==> src/rtl/intpol2_stream.sv <==
// Streaming 2nd-order (quadratic) interpolator: every three-sample window
// m0, m1, m2 produces L = 2^k output samples y(0)..y(L-1) starting at m0.
// Each output is saturated to DATA_WIDTH bits, and any saturation sets a
// sticky flag.
module intpol2_stream #(
    parameter int DATA_WIDTH = 16,
    parameter int LOG2_LMAX  = 6
) (
    input  logic                               clk,
    input  logic                               rstn,
    input  logic                               clear,
    input  logic [$clog2(LOG2_LMAX+1)-1:0]     log2_l,
    input  logic                               s_valid,
    output logic                               s_ready,
    input  logic [DATA_WIDTH-1:0]              s_data,
    output logic                               m_valid,
    input  logic                               m_ready,
    output logic [DATA_WIDTH-1:0]              m_data,
    output logic                               busy,
    output logic                               sat_flag
);

    localparam int KW = $clog2(LOG2_LMAX + 1);
    localparam int IW = (LOG2_LMAX > 0) ? LOG2_LMAX : 1;
    // Wide enough for 2*m0*2^(2k) + P1*i*2^k + P2*i^2 at the largest k.
    localparam int W  = DATA_WIDTH + 2 * LOG2_LMAX + 4;

    localparam logic signed [W-1:0] Y_MAX = {{(W-DATA_WIDTH+1){1'b0}}, {(DATA_WIDTH-1){1'b1}}};
    localparam logic signed [W-1:0] Y_MIN = {{(W-DATA_WIDTH+1){1'b1}}, {(DATA_WIDTH-1){1'b0}}};

    typedef enum logic [1:0] {FILL, RUN, ADVANCE} state_t;

    state_t                        state, state_n;
    logic [1:0]                    fill_cnt;
    logic [IW-1:0]                 idx;
    logic [KW-1:0]                 k_lat;
    logic [KW-1:0]                 k_next;
    logic                          rst_done;
    logic signed [DATA_WIDTH-1:0]  m0, m1, m2;

    logic                          s_fire;
    logic                          out_free;
    logic                          load;
    logic                          i_last;
    logic                          fill_done;

    logic signed [W-1:0]           m0_w, m1_w, m2_w, i_w;
    logic signed [W-1:0]           p1, p2, acc, y_full;
    logic [KW:0]                   sh;
    logic                          y_sat;
    logic [DATA_WIDTH-1:0]         y_out;

    // Handshake strobes come from registered state only, so m_ready never
    // reaches s_ready or busy combinationally.
    assign s_ready   = rst_done && (state != RUN);
    assign busy      = (state != FILL);
    assign s_fire    = s_valid && s_ready;
    assign out_free  = !m_valid || m_ready;
    assign load      = (state == RUN) && out_free;
    assign fill_done = (state == FILL) && s_fire && (fill_cnt == 2'd2);
    assign i_last    = (({1'b0, idx} + (IW+1)'(1)) == ((IW+1)'(1) << k_lat));
    assign k_next    = (log2_l > KW'(LOG2_LMAX)) ? KW'(LOG2_LMAX) : log2_l;

    // Quadratic evaluation of the current window at index i, then saturation.
    always_comb begin
        // NOTE: every always_comb output gets a default first, so no path can infer a latch.
        m0_w   = W'(m0);
        m1_w   = W'(m1);
        m2_w   = W'(m2);
        i_w    = W'(idx);
        sh     = {k_lat, 1'b1};
        p1     = (m1_w <<< 2) - (m0_w <<< 1) - m0_w - m2_w;
        p2     = m0_w + m2_w - (m1_w <<< 1);
        acc    = (m0_w <<< sh) + ((p1 * i_w) <<< k_lat) + (p2 * i_w * i_w);
        y_full = acc >>> sh;
        y_sat  = 1'b0;
        y_out  = y_full[DATA_WIDTH-1:0];
        if (y_full > Y_MAX) begin
            y_sat = 1'b1;
            y_out = Y_MAX[DATA_WIDTH-1:0];
        end else if (y_full < Y_MIN) begin
            y_sat = 1'b1;
            y_out = Y_MIN[DATA_WIDTH-1:0];
        end
    end

    // Next-state decode; clear wins over every handshake.
    always_comb begin
        state_n = state;
        unique case (state)
            FILL:    if (fill_done)        state_n = RUN;
            RUN:     if (load && i_last)   state_n = ADVANCE;
            ADVANCE: if (s_fire)           state_n = RUN;
            default:                       state_n = FILL;
        endcase
        if (clear) state_n = FILL;
    end

    // State register.
    always_ff @(posedge clk or negedge rstn) begin
        // NOTE: sequential state always uses non-blocking assignments to avoid ordering races.
        if (!rstn) state <= FILL;
        else       state <= state_n;
    end

    // Holds s_ready low until the first clock edge after reset release.
    always_ff @(posedge clk or negedge rstn) begin
        if (!rstn) rst_done <= 1'b0;
        else       rst_done <= 1'b1;
    end

    // Window, index, latched factor, output register and sticky saturation.
    always_ff @(posedge clk or negedge rstn) begin
        if (!rstn) begin
            fill_cnt <= '0;
            idx      <= '0;
            k_lat    <= '0;
            m0       <= '0;
            m1       <= '0;
            m2       <= '0;
            m_valid  <= 1'b0;
            m_data   <= '0;
            sat_flag <= 1'b0;
        end else if (clear) begin
            // Window and k are refilled/relatched before use, so they are left alone.
            fill_cnt <= '0;
            idx      <= '0;
            m_valid  <= 1'b0;
            sat_flag <= 1'b0;
        end else begin
            if (s_fire) begin
                m0 <= m1;
                m1 <= m2;
                m2 <= $signed(s_data);
                if (state == FILL) begin
                    fill_cnt <= fill_done ? 2'd0 : fill_cnt + 2'd1;
                    if (fill_done) begin
                        k_lat <= k_next;
                        idx   <= '0;
                    end
                end else begin
                    idx <= '0;
                end
            end
            if (load) begin
                m_data  <= y_out;
                m_valid <= 1'b1;
                idx     <= idx + IW'(1);
                if (y_sat) sat_flag <= 1'b1;
            end else if (m_valid && m_ready) begin
                m_valid <= 1'b0;
            end
        end
    end

endmodule

==> config.mk <==
export PLATFORM = sky130hd
export DESIGN_NAME = intpol2_stream
export DESIGN_NICKNAME = d
export VERILOG_FILES = /design/src/rtl/intpol2_stream.sv
export SDC_FILE = /design/constraint.sdc
export NUM_CORES = 1
export LEC_CHECK = 0
export CAP_MARGIN = 10
export CORE_MARGIN = 4
export CORE_UTILIZATION = 60
export DETAILED_ROUTE_END_ITERATION = 6
export DONT_BUFFER_PORTS = 1
export PLACE_DENSITY = 0.76
export SETUP_SLACK_MARGIN = 0.1
export SLEW_MARGIN = 20
export SYNTH_ARGS = -nofsm -noshare
export SYNTH_HDL_FRONTEND = slang
export SYNTH_SLANG_ARGS = --single-unit
==> constraint.sdc <==
create_clock -name clk -period 14.6 [get_ports clk]
set_input_delay 1.46 -clock clk [delete_from_list [all_inputs] [get_ports clk]]
set_output_delay 1.46 -clock clk [all_outputs]
set_load 0.05 [all_outputs]
==> results by group, run 1 <==
Synthesis
  – Synth Warn #: 0
  – EDFF count, synth: 0
  – Dominant cell type by area after synthesis: fa_1
  – Most common cell in the synthesized netlist: inv_1
  – Post-Syn Area per Cell: between 8 and 9 um2
  – Post-synth top area share: 30.6%
  – Cell area after synthesis: between 20000 and 25000 um2
  – Synth top area cells: fa_1 31%, ha_1 11%, dfrtp_1 8.2%
  – Count of different cell masters after synthesis: 89
  – Ys flop type: dfrtp_1
  – Gate Count Post-Synth: 2891
  – Commonest cells post-synth: 516 x inv_1, 371 x fa_1, 293 x nand2_1
  – Post-Syn Nets: 3496
  – Register bit total from synthesis: 80
  – Register area share after synthesis: under 10%
  – Post-synthesis async set-or-reset flop share: 100%

Status
  – Run status: completed

Timing
  – Setup Skew: 0.0266 ns
  – Slew margin rel.: 19.3%
  – Final min period: approximately 14 ns
  – Crit share post-route: 95.2%
  – Final Setup Violations: 0
  – Slew Viols, Final: 0
  – Max Fclk: 72.0 MHz
  – Actual slew at the worst max-slew pin: 1.21 ns
  – Final hold vios: 0
  – RSZ-0062 raised after global routing: no

Cells and area
  – Share of layout cells above drive strength 1: 7.63%
  – Nets: 3469
  – Layout area overhead: 5.70%
  – Final Core Density: 64.4%
  – Multi-input logic area: 20100 um2
  – Fill count: 3400
  – Antenna Cells: 0
  – Sequential cell area: approximately 2000 um2

Clock tree
  – H-tree levels: 3
  – CTS clk-pin slew, worst paths: 0.07 ns
  – Clock Latency Late Sink: 0.40 ns
  – Max Root-Sink Buffers: 2
  – CTS root buffer: clkbuf_16
  – Clock sinks: 80
  – TritonCTS clock tree: yes
  – CTS Buf Count: 9
  – Cts hold-fix bufs: 0

Pwr
  – Lkg Pwr: 13.2 nW
  – Power Total: 3.06 mW
  – Maximum vdd drop: 0.191 mV
  – Pwr dens: 119 nW/um2

Worst hold path
  – Hold path start: m2[2]
  – Worst Hold Class: flop to flop
  – Hold path cells: 1

Detailed routing
  – Starting DRT DRC Count: about 1600
  – Vias: 19900
  – Remaining DRCs: 0
  – Drt pass-1 iters: 5
  – Drt via density: 5.86
  – Post-Route WL: 63800 um
  – Wirelength per Cell: roughly 19 um
  – Detail Route Antenna Nets: 0

Job
  – Max_cap viols: 0

Setup path
  – CP peak stage delay: 0.57 ns
  – Critical path origin: m0[2]
  – CP endpoint kind: flop
  – Worst flop-to-flop path endpoint: m_data[8]
  – Setup CP Type: flop to flop
  – Max Fanout on Critical Path: 15
  – Launch point of the worst reg-to-reg path: m0[2]
  – Startpoint Class: flop
  – Most frequent CP cell: fa_1
  – Crit path to: m_data[8]
  – R2R cell count: 49
  – CP max-delay cell: or4_1
  – CP arrival: 14.16 ns
  – R2r setup slk: 0.70 ns
  – Worst EP required: 14.86 ns

Placement
  – Final GP Congestion: 0.953
  – PortBufs: 0
  – Dpl hpwl: 50800 um

GRT
  – Largest net degree at the start of global routing: 81
  – Grt total ovfl: 0
  – Total GRT Usage: between 20 and 30%
  – Number of global-route vias before repair: 20700
  – Global-route wire length before repair: 106000 um
  – Antenna violations before repair: 2

Die
  – Core Box Area: between 30000 and 40000 um2
  – Die X: 209 um
  – Top Ports: 44
  – # rows: 73
  – Die Y: 209 um
  – Initial core utilization: approximately three fifths
  – DIE AREA: 43700 um2
==> cells in the final DEF (no fill, tap or decap), drive strengths merged, types with 16 or more instances in the layout <==
cell type	Yosys	layout
nand3	54	54
xnor2	79	79
o21ai	131	131
xor2	31	31
a21o	32	32
mux2i	76	76
inv	517	519
nor2b	26	26
nor2	133	133
mux2	34	34
nor3	39	39
and2	246	246
o21a	19	19
o211ai	21	21
o311ai	16	16
ha	210	210
and3	21	21
buf	26	80
dfrtp	80	80
nand2	293	293
a21oi	118	118
fa	371	371
nand2b	28	28
a211oi	25	25
==> how the worst min path moves through the flow <==
stage	endpoint	slack, ns
2_1_floorplan	m0[12]	0.47
3_3_place_gp	m2[2]	0.49
3_5_place_dp	m2[6]	0.49
4_1_cts	m2[6]	0.51
5_1_grt	m2[6]	0.52
6_report	m2[2]	0.51
==> power breakdown <==
group,internal [mW],total [mW],switching (mW)
combinational,0.890,2.47,1.58
clock,0.127,0.248,0.121
sequential,0.263,0.343,0.0803
total,1.28,3.06,1.78
==> stage by stage <==
stage / setup TNS, ns / hold slack [ns] / area (um2) / worst slack (ns) / instances
global route: 0 / 0.516 / 25700 / 0.0532 / 3394
floorplan: 0 / 0.471 / 24300 / 1.16 / 2891
detailed placement: -7.29 / 0.494 / 25000 / -0.614 / 3364
CTS: 0 / 0.510 / 25300 / 0.111 / 3381
finish: 0 / 0.506 / 25700 / 0.702 / 3394
global placement: -2.39 / 0.489 / 25000 / -0.245 / 3364
==> state kept, by name, indices dropped and copies added, names as in the netlist <==
name and cells:
fill_cnt 2, idx 6, k_lat 3, m0 16, m1 16, m2 16, m_data 16, m_valid 1
rst_done 1, sat_flag 1, state 2
==> layer usage <==
metal	track usage [%]	vias to the layer above	part of all wire (%)
li1	-	9246	-
met1	40.0	9858	42
met2	49.6	659	48
met3	4.85	136	6.3
met4	10.8	0	3.7
met5	0	-	0
==> layout make-up <==
cell class / instances / share of cell area [%]
Timing Repair Buffer: 80 / 2.36
Multi-Input combinational cell: 2174 / 78.5
Tap cell: 525 / 2.56
Clock inverter: 4 / 0.137
Inverter: 519 / 7.59
Sequential cell: 80 / 7.86
Clock buffer: 12 / 1.00
==> timing repair <==
action	CTS	global route
endpoints found under the hold margin	0	0
gates resized for setup	11	74
cloned	0	1
pin swaps	1	22
setup buffers	1	12
setup endpoints to repair	16	16
==> critical path, delay by kind of cell, from the launching register on <==
family	cells	cell delay, ns
AOI/OAI and AO/OA	14	3.67
xor gates and xnor gates	2	0.70
adders and majority gates	13	5.85
buffers and inverters	8	0.44
DFF	1	0.40
muxes	3	0.79
and+or+nand+nor	9	1.94
==> kinds of logic after synthesis <==
logic type                 count (synthesis)  share of synthesized area (%)
AOI/OAI and AO/OA                        472                           12.9
xor gates and xnor gates                 110                           4.00
adders and majority gates                581                           41.4
buffers and inverters                    637                           9.93
DFF                                       80                           8.25
muxes                                    113                           4.99
other                                      1                         0.0155
and+or+nand+nor                          897                           18.5
Power figures use the tool's default switching activity.
==> run 2: changes to the inputs <==
--- a/config.mk
+++ b/config.mk
@@ -8,6 +8,7 @@
 export CAP_MARGIN = 10
 export CORE_MARGIN = 4
 export CORE_UTILIZATION = 60
+export CTS_BUF_LIST = sky130_fd_sc_hd__clkbuf_4 sky130_fd_sc_hd__clkbuf_8
 export DETAILED_ROUTE_END_ITERATION = 6
 export DONT_BUFFER_PORTS = 1
 export PLACE_DENSITY = 0.76
==> run 2 against run 1 <==
- core utilization is 0.25 points lower
- fmax is 0.21% lower
- sequential share of layout area hardly changed
- sequential cell count stayed put
- clock-buffer cell count stayed put
- setup slack worse by 0.030 ns
- sequential power hardly changed
- non-clock buffer count stayed put
- clock skew is 0.018 ns higher
- register-to-register slack worse by 0.03 ns
- critical path depth stayed put
- largest power group unchanged
==> results by group, run 2 (synthesis results as in run 1) <==
Pwr
  – Comb pwr share: 82.3% (+1.6 points)
  – Lkg Pwr: 13.2 nW (-0.32%)
  – NetSw: 1.78 mW (-0.10%)
  – Sw frac: 59.2% (+0.99 points)
  – Power Total: 3.01 mW (-1.8%)
  – Clock Power Share: 6.4% (-1.7 points)
  – Seq pwr share: 11.4% (+0.2 points)
  – Pwr dens: 118 nW/um2 (-1.4%)
  – Maximum vdd drop: 0.164 mV (-14%)
  – Pint: 1.23 mW (-4.1%)

Setup path
  – CP arrival: 14.25 ns (+0.09 ns)
  – CP Depth: 49 (unchanged)
  – Most frequent CP cell: fa_1
  – Launch point of the worst reg-to-reg path: m0[2]
  – Setup CP Type: flop to flop
  – Worst EP required: 14.92 ns (+0.06 ns)
  – Crit path to: m_data[8]
  – R2R cell count: 49 (unchanged)
  – CP max-delay cell: or4_1
  – R2r setup slk: 0.67 ns (-0.03 ns)
  – CP peak stage delay: 0.57 ns (about the same)
  – Delay-heaviest family, CP: adder cells
  – CP endpoint kind: flop
  – Worst flop-to-flop path endpoint: m_data[8]
  – CP Buf/Inv Count: 8 (unchanged)
  – Startpoint Class: flop
  – Max Fanout on Critical Path: 15 (unchanged)
  – Critical path origin: m0[2]

Detailed routing
  – Wirelength per Cell: 18.8 um (-0.15%)
  – Drt pass-1 iters: 6 (+1)
  – Vias: 19900 (+0.025%)
  – Post-Route WL: 63700 um (-0.15%)
  – Drt via density: 5.86 (about the same)
  – Remaining DRCs: 0 (unchanged)
  – Starting DRT DRC Count: 1536 (-2.1%)
  – Detail Route Antenna Nets: 0 (unchanged)

GRT
  – Grt total ovfl: 0 (unchanged)
  – Total GRT Usage: 29.8% (-0.042 points)
  – Global-route wire length before repair: 106000 um (about the same)
  – Antenna violations before repair: 2 (unchanged)
  – Largest net degree at the start of global routing: 81 (unchanged)
  – Number of global-route vias before repair: 20700 (-0.097%)

Placement
  – Final GP Congestion: 0.953 (unchanged)
  – Dpl hpwl: 50800 um (unchanged)
  – Cell Area, Placed: 25000 um2 (unchanged)
  – PortBufs: 0 (unchanged)

Job
  – Max_cap viols: 0 (unchanged)

Status
  – Run status: completed

Clock tree
  – CTS root buffer: clkbuf_8
  – Max Root-Sink Buffers: 2 (unchanged)
  – CTS Buf Count: 9 (unchanged)
  – Cts hold-fix bufs: 0 (unchanged)
  – H-tree levels: 3 (unchanged)
  – Clock Latency Late Sink: 0.48 ns (+0.08 ns)
  – TritonCTS clock tree: yes
  – Clock sinks: 80 (unchanged)
  – CTS clk-pin slew, worst paths: 0.10 ns (+0.03 ns)

Cells and area
  – Commonest cells after routing, fill and taps aside: 513 x inv_1, 371 x fa_1, 293 x nand2_1, 245 x and2_1, 205 x ha_1
  – Share of layout cells above drive strength 1: 7.67% (+0.035 points)
  – Layout area overhead: 5.29%
  – Fin area: 25600 um2 (-0.38%)
  – Fill count: 3410 (+0.29%)
  – Antenna Cells: 0 (unchanged)
  – Commonest non-fill, non-tap cell in the layout: inv_1
  – Nets: 3469 (unchanged)

Die
  – Die Y: 209 um (unchanged)
  – Core Box Area: 39800 um2 (unchanged)
  – # rows: 73 (unchanged)
  – Initial core utilization: 60.9% (unchanged)
  – Die X: 209 um (unchanged)
  – Top Ports: 44 (unchanged)
  – DIE AREA: 43700 um2 (unchanged)

Worst hold path
  – Worst Hold Class: flop to flop

Timing
  – Max Fclk: 71.8 MHz (-0.21%)
  – RSZ-0062 raised after global routing: no
  – Final min period: 13.93 ns (+0.0298 ns)
  – Actual slew at the worst max-slew pin: 1.20 ns (-0.00826 ns)
  – Final Setup Violations: 0 (unchanged)
  – Setup Skew: 0.0447 ns (+0.0181 ns)
  – Slew Viols, Final: 0 (unchanged)
  – Slew margin rel.: 19.9% (+0.55 points)
  – Final hold vios: 0 (unchanged)
  – Crit share post-route: 95.4% (+0.20 points)
run 2: through the flow:
stage	setup WS, ns	hold slack, ns	util, %	TNS (ns)	instances
2_1_floorplan	1.16	0.471	-	0	2891
3_3_place_gp	-0.245	0.489	62.7	-2.39	3364
3_5_place_dp	-0.614	0.494	62.7	-7.29	3364
4_1_cts	0.102	0.517	63.3	0	3381
5_1_grt	0.0574	0.525	64.2	0	3394
6_report	0.672	0.513	64.2	0	3394
run 2: worst min path at each step:
| stage | startpoint | to | slack (ns) | cells after the start |
|---|---|---|---|---|
| after floorplan | m0[12] | m0[12] | 0.47 | 2 |
| after global placement | m2[2] | m2[2] | 0.49 | 1 |
| after detailed placement | m2[6] | m2[6] | 0.49 | 1 |
| after CTS | m2[6] | m2[6] | 0.52 | 1 |
| after global routing | m2[6] | m2[6] | 0.53 | 1 |
| final | m2[2] | m2[2] | 0.51 | 1 |
run 2: final cells by class:
type	instances	area [um2]	area share, %
multi-input cells	2174	20100	78.8
clock inverters	4	35.0	0.137
inverters	519	1950	7.62
well taps	525	657	2.57
clock buffers	12	159	0.622
repair buffers	80	604	2.36
flip-flops and latches	80	2020	7.89
run 2: power groups by stage:
stage	logic (mW)	registers [mW]	clock network, mW
after floorplan	1.51	0.331	0
after global placement	2.23	0.344	0
after detailed placement	2.28	0.347	0
after CTS	2.31	0.342	0.197
after global routing	2.72	0.350	0.205
final	2.48	0.342	0.192
run 2: timing repair:
action / CTS / global route
resized for setup: 11 / 74
setup endpoints to repair: 16 / 16
setup buffers: 1 / 12
pin swaps: 1 / 23
cloned: 0 / 1
run 2: routing by layer:
metal	share of wire [%]	vias up	GRT usage, %
met5	0	-	0
met4	3.8	0	10.1
met3	6.4	144	4.88
met2	47	680	49.6
met1	42	9830	40.0
li1	-	9250	-
